`config.mk`:
```
export PLATFORM = sky130hd
export DESIGN_NAME = decode_stage_flat
export DESIGN_NICKNAME = d
export VERILOG_FILES = /design/src/rtl/decode_stage_if.sv /design/src/rtl/decode_stage.sv /design/src/flat_wrapper.sv
export SDC_FILE = /design/constraint.sdc
export NUM_CORES = 1
export LEC_CHECK = 0
export ABC_AREA = 1
export BUFFER_PORTS_ARGS = -buffer_cell sky130_fd_sc_hd__buf_4
export CAP_MARGIN = 20
export CORE_AREA = 2 2 144 111
export CTS_BUF_LIST = sky130_fd_sc_hd__clkbuf_4
export CTS_CLUSTER_SIZE = 8
export DETAILED_ROUTE_END_ITERATION = 16
export DIE_AREA = 0 0 146 113
export PLACE_DENSITY = 0.47
export SYNTH_ARGS = -nofsm -noshare
export SYNTH_HDL_FRONTEND = slang
export SYNTH_SLANG_ARGS = --single-unit
```
`constraint.sdc`:
```
create_clock -name clk -period 1.55 [get_ports clk]
set_input_delay 0.0775 -clock clk [delete_from_list [all_inputs] [get_ports clk]]
set_output_delay 0.0775 -clock clk [all_outputs]
set_load 0.01 [all_outputs]
```
`src/rtl/decode_stage_if.sv`:
```
// Bundle of the decode stage's fetch-side, execute-side, control-ROM and
// flush signals. The slave modport is the decode stage itself. The master
// modport is whatever drives it: fetch, execute, ROM and flush control.
interface decode_stage_if;
    logic        in_valid;
    logic        in_ready;
    logic [31:0] in_instr;
    logic [31:0] in_pc;
    logic        flush;
    logic [8:0]  rom_addr;
    logic [8:0]  rom_control;
    logic        out_valid;
    logic        out_ready;
    logic [31:0] out_pc;
    logic [4:0]  out_rs1;
    logic [4:0]  out_rs2;
    logic [4:0]  out_rd;
    logic [31:0] out_imm;
    logic [8:0]  out_control;
    logic        out_illegal;

    modport slave (
        input  in_valid, in_instr, in_pc, flush, rom_control, out_ready,
        output in_ready, rom_addr, out_valid, out_pc, out_rs1, out_rs2,
               out_rd, out_imm, out_control, out_illegal
    );

    modport master (
        output in_valid, in_instr, in_pc, flush, rom_control, out_ready,
        input  in_ready, rom_addr, out_valid, out_pc, out_rs1, out_rs2,
               out_rd, out_imm, out_control, out_illegal
    );
endinterface

```
`src/rtl/decode_stage.sv`:
```
// RV32 decode stage. It has a single output register with a one-cycle
// decode latency and a valid/ready handshake on both sides. The control
// ROM is external: rom_addr is formed combinationally from in_instr, and
// rom_control comes back in the same cycle.
// Optional build macro DECODE_SKID_EN adds a one-entry skid buffer. With
// the skid, in_ready follows the skid occupancy register instead of the
// output handshake.
module decode_stage (
    input  logic          clk,
    input  logic          rst_n,
    decode_stage_if.slave bus
);

    typedef struct packed {
        logic [31:0] pc;
        logic [4:0]  rs1;
        logic [4:0]  rs2;
        logic [4:0]  rd;
        logic [31:0] imm;
        logic [8:0]  control;
        logic        illegal;
    } dec_t;

    // Sign-extended immediate selected by opcode[6:2]; unknown formats give 0.
    function automatic logic [31:0] imm_gen(input logic [31:0] instr);
        logic [31:0] imm_v;
        case (instr[6:2])
            5'b00100, 5'b00000, 5'b11001:
                imm_v = {{20{instr[31]}}, instr[31:20]};
            5'b01000:
                imm_v = {{20{instr[31]}}, instr[31:25], instr[11:7]};
            5'b11000:
                imm_v = {{19{instr[31]}}, instr[31], instr[7], instr[30:25],
                         instr[11:8], 1'b0};
            5'b01101, 5'b00101:
                imm_v = {instr[31:12], 12'h000};
            5'b11011:
                imm_v = {{11{instr[31]}}, instr[31], instr[19:12], instr[20],
                         instr[30:21], 1'b0};
            default:
                imm_v = 32'h0000_0000;
        endcase
        return imm_v;
    endfunction

    dec_t dec_s;
    dec_t out_r;
    dec_t out_next_s;
    logic out_valid_r;
    logic out_valid_next_s;
    logic out_load_s;
    logic in_ready_s;
    logic accept_s;
    logic consume_s;

    assign bus.rom_addr = {bus.in_instr[30], bus.in_instr[14:12], bus.in_instr[6:2]};

    // Decode the presented instruction; an illegal result forces control to 0.
    always_comb begin
        dec_s     = '0;
        dec_s.pc  = bus.in_pc;
        dec_s.rs1 = bus.in_instr[19:15];
        dec_s.rs2 = bus.in_instr[24:20];
        dec_s.rd  = bus.in_instr[11:7];
        dec_s.imm = imm_gen(bus.in_instr);
        if ((bus.in_instr[1:0] != 2'b11) || (bus.rom_control == 9'h000)) begin
            dec_s.illegal = 1'b1;
            dec_s.control = 9'h000;
        end else begin
            dec_s.illegal = 1'b0;
            dec_s.control = bus.rom_control;
        end
    end

    assign accept_s  = bus.in_valid && in_ready_s;
    assign consume_s = out_valid_r && bus.out_ready;

`ifdef DECODE_SKID_EN
    dec_t skid_r;
    logic skid_valid_r;
    logic skid_valid_next_s;
    logic skid_load_s;
    logic out_from_skid_s;

    // Ready tracks skid emptiness. Flush and reset also block acceptance.
    assign in_ready_s = rst_n && !skid_valid_r && !bus.flush;

    // Next-state for the output register and the skid. Flush wins over everything.
    always_comb begin
        out_valid_next_s  = out_valid_r;
        out_load_s        = 1'b0;
        out_from_skid_s   = 1'b0;
        skid_valid_next_s = skid_valid_r;
        skid_load_s       = 1'b0;
        if (bus.flush) begin
            out_valid_next_s  = 1'b0;
            skid_valid_next_s = 1'b0;
        end else if (consume_s) begin
            if (skid_valid_r) begin
                out_load_s        = 1'b1;
                out_from_skid_s   = 1'b1;
                out_valid_next_s  = 1'b1;
                skid_valid_next_s = 1'b0;
            end else if (accept_s) begin
                out_load_s       = 1'b1;
                out_valid_next_s = 1'b1;
            end else begin
                out_valid_next_s = 1'b0;
            end
        end else if (accept_s) begin
            if (out_valid_r) begin
                skid_load_s       = 1'b1;
                skid_valid_next_s = 1'b1;
            end else begin
                out_load_s       = 1'b1;
                out_valid_next_s = 1'b1;
            end
        end else begin
            out_valid_next_s = out_valid_r;
        end
    end

    // Output payload comes from the skid when draining it, otherwise from decode.
    always_comb begin
        if (out_from_skid_s) begin
            out_next_s = skid_r;
        end else begin
            out_next_s = dec_s;
        end
    end

    // Skid entry: captures a decoded instruction accepted during an output stall.
    always_ff @(posedge clk) begin
        if (!rst_n) begin
            skid_valid_r <= 1'b0;
            skid_r       <= '0;
        end else begin
            skid_valid_r <= skid_valid_next_s;
            if (skid_load_s) begin
                skid_r <= dec_s;
            end
        end
    end
`else
    // Without a skid, accept only when the output register frees up this cycle.
    assign in_ready_s = rst_n && !bus.flush && (!out_valid_r || bus.out_ready);

    // Next-state for the single output register. Flush wins over accept and consume.
    always_comb begin
        out_valid_next_s = out_valid_r;
        out_load_s       = 1'b0;
        out_next_s       = dec_s;
        if (bus.flush) begin
            out_valid_next_s = 1'b0;
        end else if (accept_s) begin
            out_load_s       = 1'b1;
            out_valid_next_s = 1'b1;
        end else if (consume_s) begin
            out_valid_next_s = 1'b0;
        end else begin
            out_valid_next_s = out_valid_r;
        end
    end
`endif

    // Output register: payload changes only on load, so it holds stable during a stall.
    always_ff @(posedge clk) begin
        if (!rst_n) begin
            out_valid_r <= 1'b0;
            out_r       <= '0;
        end else begin
            out_valid_r <= out_valid_next_s;
            if (out_load_s) begin
                out_r <= out_next_s;
            end
        end
    end

    assign bus.in_ready    = in_ready_s;
    assign bus.out_valid   = out_valid_r;
    assign bus.out_pc      = out_r.pc;
    assign bus.out_rs1     = out_r.rs1;
    assign bus.out_rs2     = out_r.rs2;
    assign bus.out_rd      = out_r.rd;
    assign bus.out_imm     = out_r.imm;
    assign bus.out_control = out_r.control;
    assign bus.out_illegal = out_r.illegal;

endmodule

```
`src/flat_wrapper.sv`:
```
// flat-port wrapper written by rule: the top's interface ports become plain ports
module decode_stage_flat 
  (clk, rst_n, bus_in_valid, bus_in_instr, bus_in_pc, bus_flush, bus_rom_control, bus_out_ready, bus_in_ready, bus_rom_addr, bus_out_valid, bus_out_pc, bus_out_rs1, bus_out_rs2, bus_out_rd, bus_out_imm, bus_out_control, bus_out_illegal);
  decode_stage_if bus_i ();
  input  logic clk;
  input  logic rst_n;
  input wire logic [$bits(bus_i.in_valid)-1:0] bus_in_valid;
  input wire logic [$bits(bus_i.in_instr)-1:0] bus_in_instr;
  input wire logic [$bits(bus_i.in_pc)-1:0] bus_in_pc;
  input wire logic [$bits(bus_i.flush)-1:0] bus_flush;
  input wire logic [$bits(bus_i.rom_control)-1:0] bus_rom_control;
  input wire logic [$bits(bus_i.out_ready)-1:0] bus_out_ready;
  output wire logic [$bits(bus_i.in_ready)-1:0] bus_in_ready;
  output wire logic [$bits(bus_i.rom_addr)-1:0] bus_rom_addr;
  output wire logic [$bits(bus_i.out_valid)-1:0] bus_out_valid;
  output wire logic [$bits(bus_i.out_pc)-1:0] bus_out_pc;
  output wire logic [$bits(bus_i.out_rs1)-1:0] bus_out_rs1;
  output wire logic [$bits(bus_i.out_rs2)-1:0] bus_out_rs2;
  output wire logic [$bits(bus_i.out_rd)-1:0] bus_out_rd;
  output wire logic [$bits(bus_i.out_imm)-1:0] bus_out_imm;
  output wire logic [$bits(bus_i.out_control)-1:0] bus_out_control;
  output wire logic [$bits(bus_i.out_illegal)-1:0] bus_out_illegal;
  assign bus_i.in_valid = bus_in_valid;
  assign bus_i.in_instr = bus_in_instr;
  assign bus_i.in_pc = bus_in_pc;
  assign bus_i.flush = bus_flush;
  assign bus_i.rom_control = bus_rom_control;
  assign bus_i.out_ready = bus_out_ready;
  assign bus_in_ready = bus_i.in_ready;
  assign bus_rom_addr = bus_i.rom_addr;
  assign bus_out_valid = bus_i.out_valid;
  assign bus_out_pc = bus_i.out_pc;
  assign bus_out_rs1 = bus_i.out_rs1;
  assign bus_out_rs2 = bus_i.out_rs2;
  assign bus_out_rd = bus_i.out_rd;
  assign bus_out_imm = bus_i.out_imm;
  assign bus_out_control = bus_i.out_control;
  assign bus_out_illegal = bus_i.out_illegal;
  decode_stage u_core (.clk(clk), .rst_n(rst_n), .bus(bus_i));
endmodule
```
After elaboration in Yosys (flattened, before gate mapping)
Cells that the tools add are included.

Reductions and logical operators: 14. Muxes and demuxes: 6. Eq/ne operators: 8. Bitwise gates (word level): 1.

Operators with widths (count): case mux 32 bit (5 select lines) (1); equality test 5 bit (second input constant) (3); equality test 5 x 3 -> 1 bit (second input constant) (2); equality test 5 x 4 -> 1 bit (second input constant) (2); 2-to-1 mux 10 bit (1); zero test 9 bit (1); zero test 5 bit (1); logical AND 1 bit (4); 2-to-1 mux 1 bit (4); OR reduction 2 bit (2); OR reduction 3 bit (1); zero test 1 bit (2); logical OR 1 bit (2); != test 2 bit (second input constant) (1); nonzero test 2 bit (1); inverter 1 bit (1).

Output and inout bits: 100. Register bits: 90. Input port bits: 78.

Longest topological paths before layout
Depth after elaboration: 6. Mapped depth: 10. Mapped depth without buffers: 9.

Least setup slack after synthesis
OpenSTA, ideal clock, no wires.

Kind: flip-flop to flip-flop. From: reg u_core.out_valid_r, in the netlist u_core.bus.out_valid. To: reg u_core.out_r (netlist bit u_core.bus.out_imm[10]). Required time: 1.480 ns. Setup slack: 0.195 ns. Setup time: 0.070 ns. Stages on the path, launching flop included: 9. Arrival: 1.284 ns. Path through: dfxtp_1 > inv_1 > nor2_1 > nor2_4 > nand2_2 > buf_2 > buf_2 > nand2_1 > a21oi_1.

Cells in the longest elaborated chain, start to end: 6.

Ends and longest elaborated chain: start, declared (line decode_stage.sv:49) `logic out_valid_r;`; start signal, assigned (line decode_stage.sv:172) `out_valid_r <= out_valid_next_s;`; zero test 1 bit (line decode_stage.sv:146) `assign in_ready_s = rst_n && !bus.flush && (!out_valid_r || bus.out_ready);`; logical OR 1 bit (line decode_stage.sv:146); logical AND 1 bit (line decode_stage.sv:146); net bus_in_ready (line flat_wrapper.sv:13) `output wire logic [$bits(bus_i.in_ready)-1:0] bus_in_ready;`; logical AND 1 bit (line decode_stage.sv:75) `assign accept_s = bus.in_valid && in_ready_s;`; 2-to-1 mux 1 bit (line decode_stage.sv:155) `end else if (accept_s) begin`; 2-to-1 mux 1 bit (line decode_stage.sv:153) `if (bus.flush) begin`; end signal, assigned (line decode_stage.sv:174) `out_r <= out_next_s;`; end, declared (line decode_stage.sv:47) `dec_t out_r;`.

The timed path passes the listed nets, and every way through them passes these cells. A chain may end at the register's enable or synchronous reset.

Worst setup path in the final report
From: in bus_flush. To: reg u_core.out_r (netlist bit u_core.bus.out_imm[31]).

Cells in the longest elaborated chain, start to end: 6.

Ends and longest elaborated chain: start, declared (line flat_wrapper.sv:10) `input wire logic [$bits(bus_i.flush)-1:0] bus_flush;`; zero test 1 bit (line decode_stage.sv:146); logical AND 1 bit (2 in a row) (line decode_stage.sv:146); logical AND 1 bit (line decode_stage.sv:75); 2-to-1 mux 1 bit (line decode_stage.sv:155); 2-to-1 mux 1 bit (*) (line decode_stage.sv:153).

Mark *: on every way between the ends. The rest lies on a longest branch, timed or not.

==> metrics <==
Root Buffer clkbuf_4; Mapped Area 3730 um2; syn nets 599; first-pass GRT wire length 21.5 mm; kind of critical path input port to flip-flop; Worst Hold Depth 5; FF/Latch Area 1800 um2; Clock power frac 25.4%; hold crit path type input port to flip-flop; Yosys top cell area share 48.3%; Power Internal 0.00307 W; reg2reg end u_core.bus.out_imm[31]; row count 39; IO Pins 178; Hold Path End u_core.bus.out_imm[13]; Worst Path Arrival 1.85 ns; worst path required time 1.91 ns; clock skew 0.0107 ns; Hold Violations, Final 0; syn_area_per_cell 7.15 um2; startpoint types input port; H-tree depth 3; synth warn 0; IR drop worst, VDD 0.311 mV; layout cells sized above 1 28.3%; Core Box Area 15000 um2; Min Hold Slack 0.0365 ns; CTS tree yes; iteration count of the initial detailed-routing pass 4; grt total ovfl 0; CTS Sinks 90; layout overhead on the synthesized area 60.1%; Hold Startpoint bus_in_instr[13]; Inst Count DP 876; Starting DRT DRC Count 181; Finish-stage setup viols 0; unrepaired setup endpoints after global routing yes; R2R cell count 8; total CTS buffers 9; Final Non-Filler Cells 957; max-slew violations 0; f_max 0.672 GHz; # diodes 0; IO buf count 177; DRC violations left 0; FF-to-FF Start u_core.bus.out_valid; unique cell type count in the Yosys netlist 19; Crit. End Element flip-flop; vias in the first global route 4040; Clock Path Buffers 2; DRT antenna net count 0; NumNets Final 828; routability cong. 0.858; flop-to-flop setup slack 0.11 ns; fin crit period 1.49 ns; routed len/inst 14.1 um; Slew @ Worst Pin 0.910 ns; Comb pwr share 17.8%; HPWL Detailed 9.33 mm; sequential share of power 56.7%; Cells after Synth 521; Finished Core Util 39.7%; clk_lat worst skew 0.43 ns; sequential area share after synthesis 48.3%; Synth Register Bits 90; crit-path max FO 33; fill count 1608; starting density of the core 24.8%; drt total wl 13.5 mm; die height 113 um; DIE WIDTH 146 um; clk slew on worst S/H paths 0.13 ns; via count 4159; multi-input logic area 1590 um2; Area contributors post-synth dfxtp_1 (48%), nand2_1 (18%), a21oi_1 (12%); Net Switching 0.00116 W; via-per-instance ratio 4.35; Final Cycle Share 96.0%; Slew HR 39.4%; Switching Fraction 27.4%; total track usage 16.2%; post-synth top area cell dfxtp_1; Lkg Pwr 2.66 nW; full die area 16500 um2; cell area power density 710 nW/um2; antenna violations before repair 0; outcome finished, final reports clean; number of max-cap violations 0; pin count of the biggest net entering global routing 84
per-stage QoR:
step           cell area, um2  setup slack [ns]  power [W]  TNS (ns)
6_report                 5970            0.0618    0.00423         0
5_1_grt                  5970          -0.00336    0.00448  -0.00336
4_1_cts                  5950            0.0370    0.00430         0
3_5_place_dp             5180            0.0656    0.00307         0
3_3_place_gp             5180             0.117    0.00306         0
2_1_floorplan            3730             0.195    0.00272         0
logic make-up after synthesis:
logic type	share of synthesized area, %
simple gates	29.2
compound gates	13.2
flops	48.3
buf+inv	9.26
power groups by stage:
| stage | logic [W] | registers [W] | clock network [W] |
|---|---|---|---|
| final | 0.000755 | 0.00240 | 0.00108 |
| after CTS | 0.000754 | 0.00240 | 0.00114 |
| after global placement | 0.000611 | 0.00245 | 0 |
| after floorplan | 0.000248 | 0.00247 | 0 |
| after detailed placement | 0.000613 | 0.00245 | 0 |
| after global routing | 0.000825 | 0.00241 | 0.00125 |
cells in the mapped netlist:
cell type,number
o21ai_0,7
nor2_4,1
dfxtp_1,90
buf_6,7
nand3_1,40
a22oi_1,1
nand2_2,2
clkbuf_1,10
inv_2,3
inv_1,20
nor2_1,38
a21oi_1,88
o21ai_2,1
nor3_1,2
nand2_1,183
nand4_1,3
nor2_2,1
buf_2,15
buf_4,9
worst max-delay path by stage:
stage	endpoint	startpoint	cells past startpoint
after floorplan	u_core.bus.out_imm[10]	u_core.bus.out_valid	8
after global placement	u_core.bus.out_imm[8]	bus_in_instr[4]	8
after detailed placement	u_core.bus.out_pc[16]	u_core.bus.out_valid	8
after CTS	u_core.bus.out_pc[16]	u_core.bus.out_valid	8
after global routing	u_core.bus.out_rs2[0]	u_core.bus.out_valid	8
final	u_core.bus.out_imm[31]	bus_flush	10
flip-flops by register name, summed over array words and instances, names as in the netlist:
name and cells:
u_core.bus.out_imm 32, u_core.bus.out_pc 32, u_core.bus.out_control 9, u_core.bus.out_rd 5
u_core.bus.out_rs1 5, u_core.bus.out_rs2 5, u_core.bus.out_illegal 1, u_core.bus.out_valid 1
placed cells by master, fill, tap and decap left out:
| master | Yosys | final |
|---|---|---|
| dlygate4sd3_1 | 0 | 68 |
| dfxtp_1 | 90 | 90 |
| a21oi_1 | 88 | 88 |
| inv_2 | 3 | 3 |
| o21ai_2 | 1 | 1 |
| nor3_1 | 2 | 2 |
| nand3_1 | 40 | 40 |
| nor2_1 | 38 | 37 |
| clkinvlp_4 | 0 | 1 |
| o21ai_0 | 7 | 7 |
| nand2_1 | 183 | 183 |
| nor2_4 | 1 | 1 |
| clkinv_2 | 0 | 3 |
| nand2_4 | 0 | 1 |
| nor2_2 | 1 | 2 |
| buf_12 | 0 | 2 |
| nand2_2 | 2 | 1 |
| inv_1 | 20 | 20 |
| buf_6 | 7 | 1 |
| buf_4 | 9 | 188 |
| a22oi_1 | 1 | 1 |
| nand4_1 | 3 | 3 |
| clkbuf_4 | 0 | 9 |
metal layers:
layer  global-route usage [%]  part of all wire (%)  vias up  wire [um]
li1                         -                     -     2113          -
met1                     21.3                    47     1874       6400
met2                     26.2                    45      164       6010
met3                     5.36                   7.0        8        941
met4                     3.11                  0.91        0        123
met5                        0                     0        -          0
final cells by class:
class	count	share of cell area (%)
tap	205	4.30
inverter	23	1.45
clock inverter	4	0.378
clock buffer	9	1.13
timing repair buffer	259	35.9
sequential	90	30.2
multi-input combinational	367	26.6
critical path, stage by stage:
cell and delay, ns:
dlygate4sd3_1 0.54, buf_4 0.13, nor2_1 0.14, inv_2 0.07
nor2_4 0.12, nand2_4 0.11, inv_2 0.18, buf_12 0.21
nand3_1 0.13, a21oi_1 0.13
repair_timing:
action / CTS / global route
setup endpoints to repair: 0 / 45
hold buffers: 68 / 0
endpoints found under the hold margin: 73 / 0
resized for setup: 0 / 5
setup buffers: 0 / 0
No activity file was read; power rests on OpenSTA's default activity.
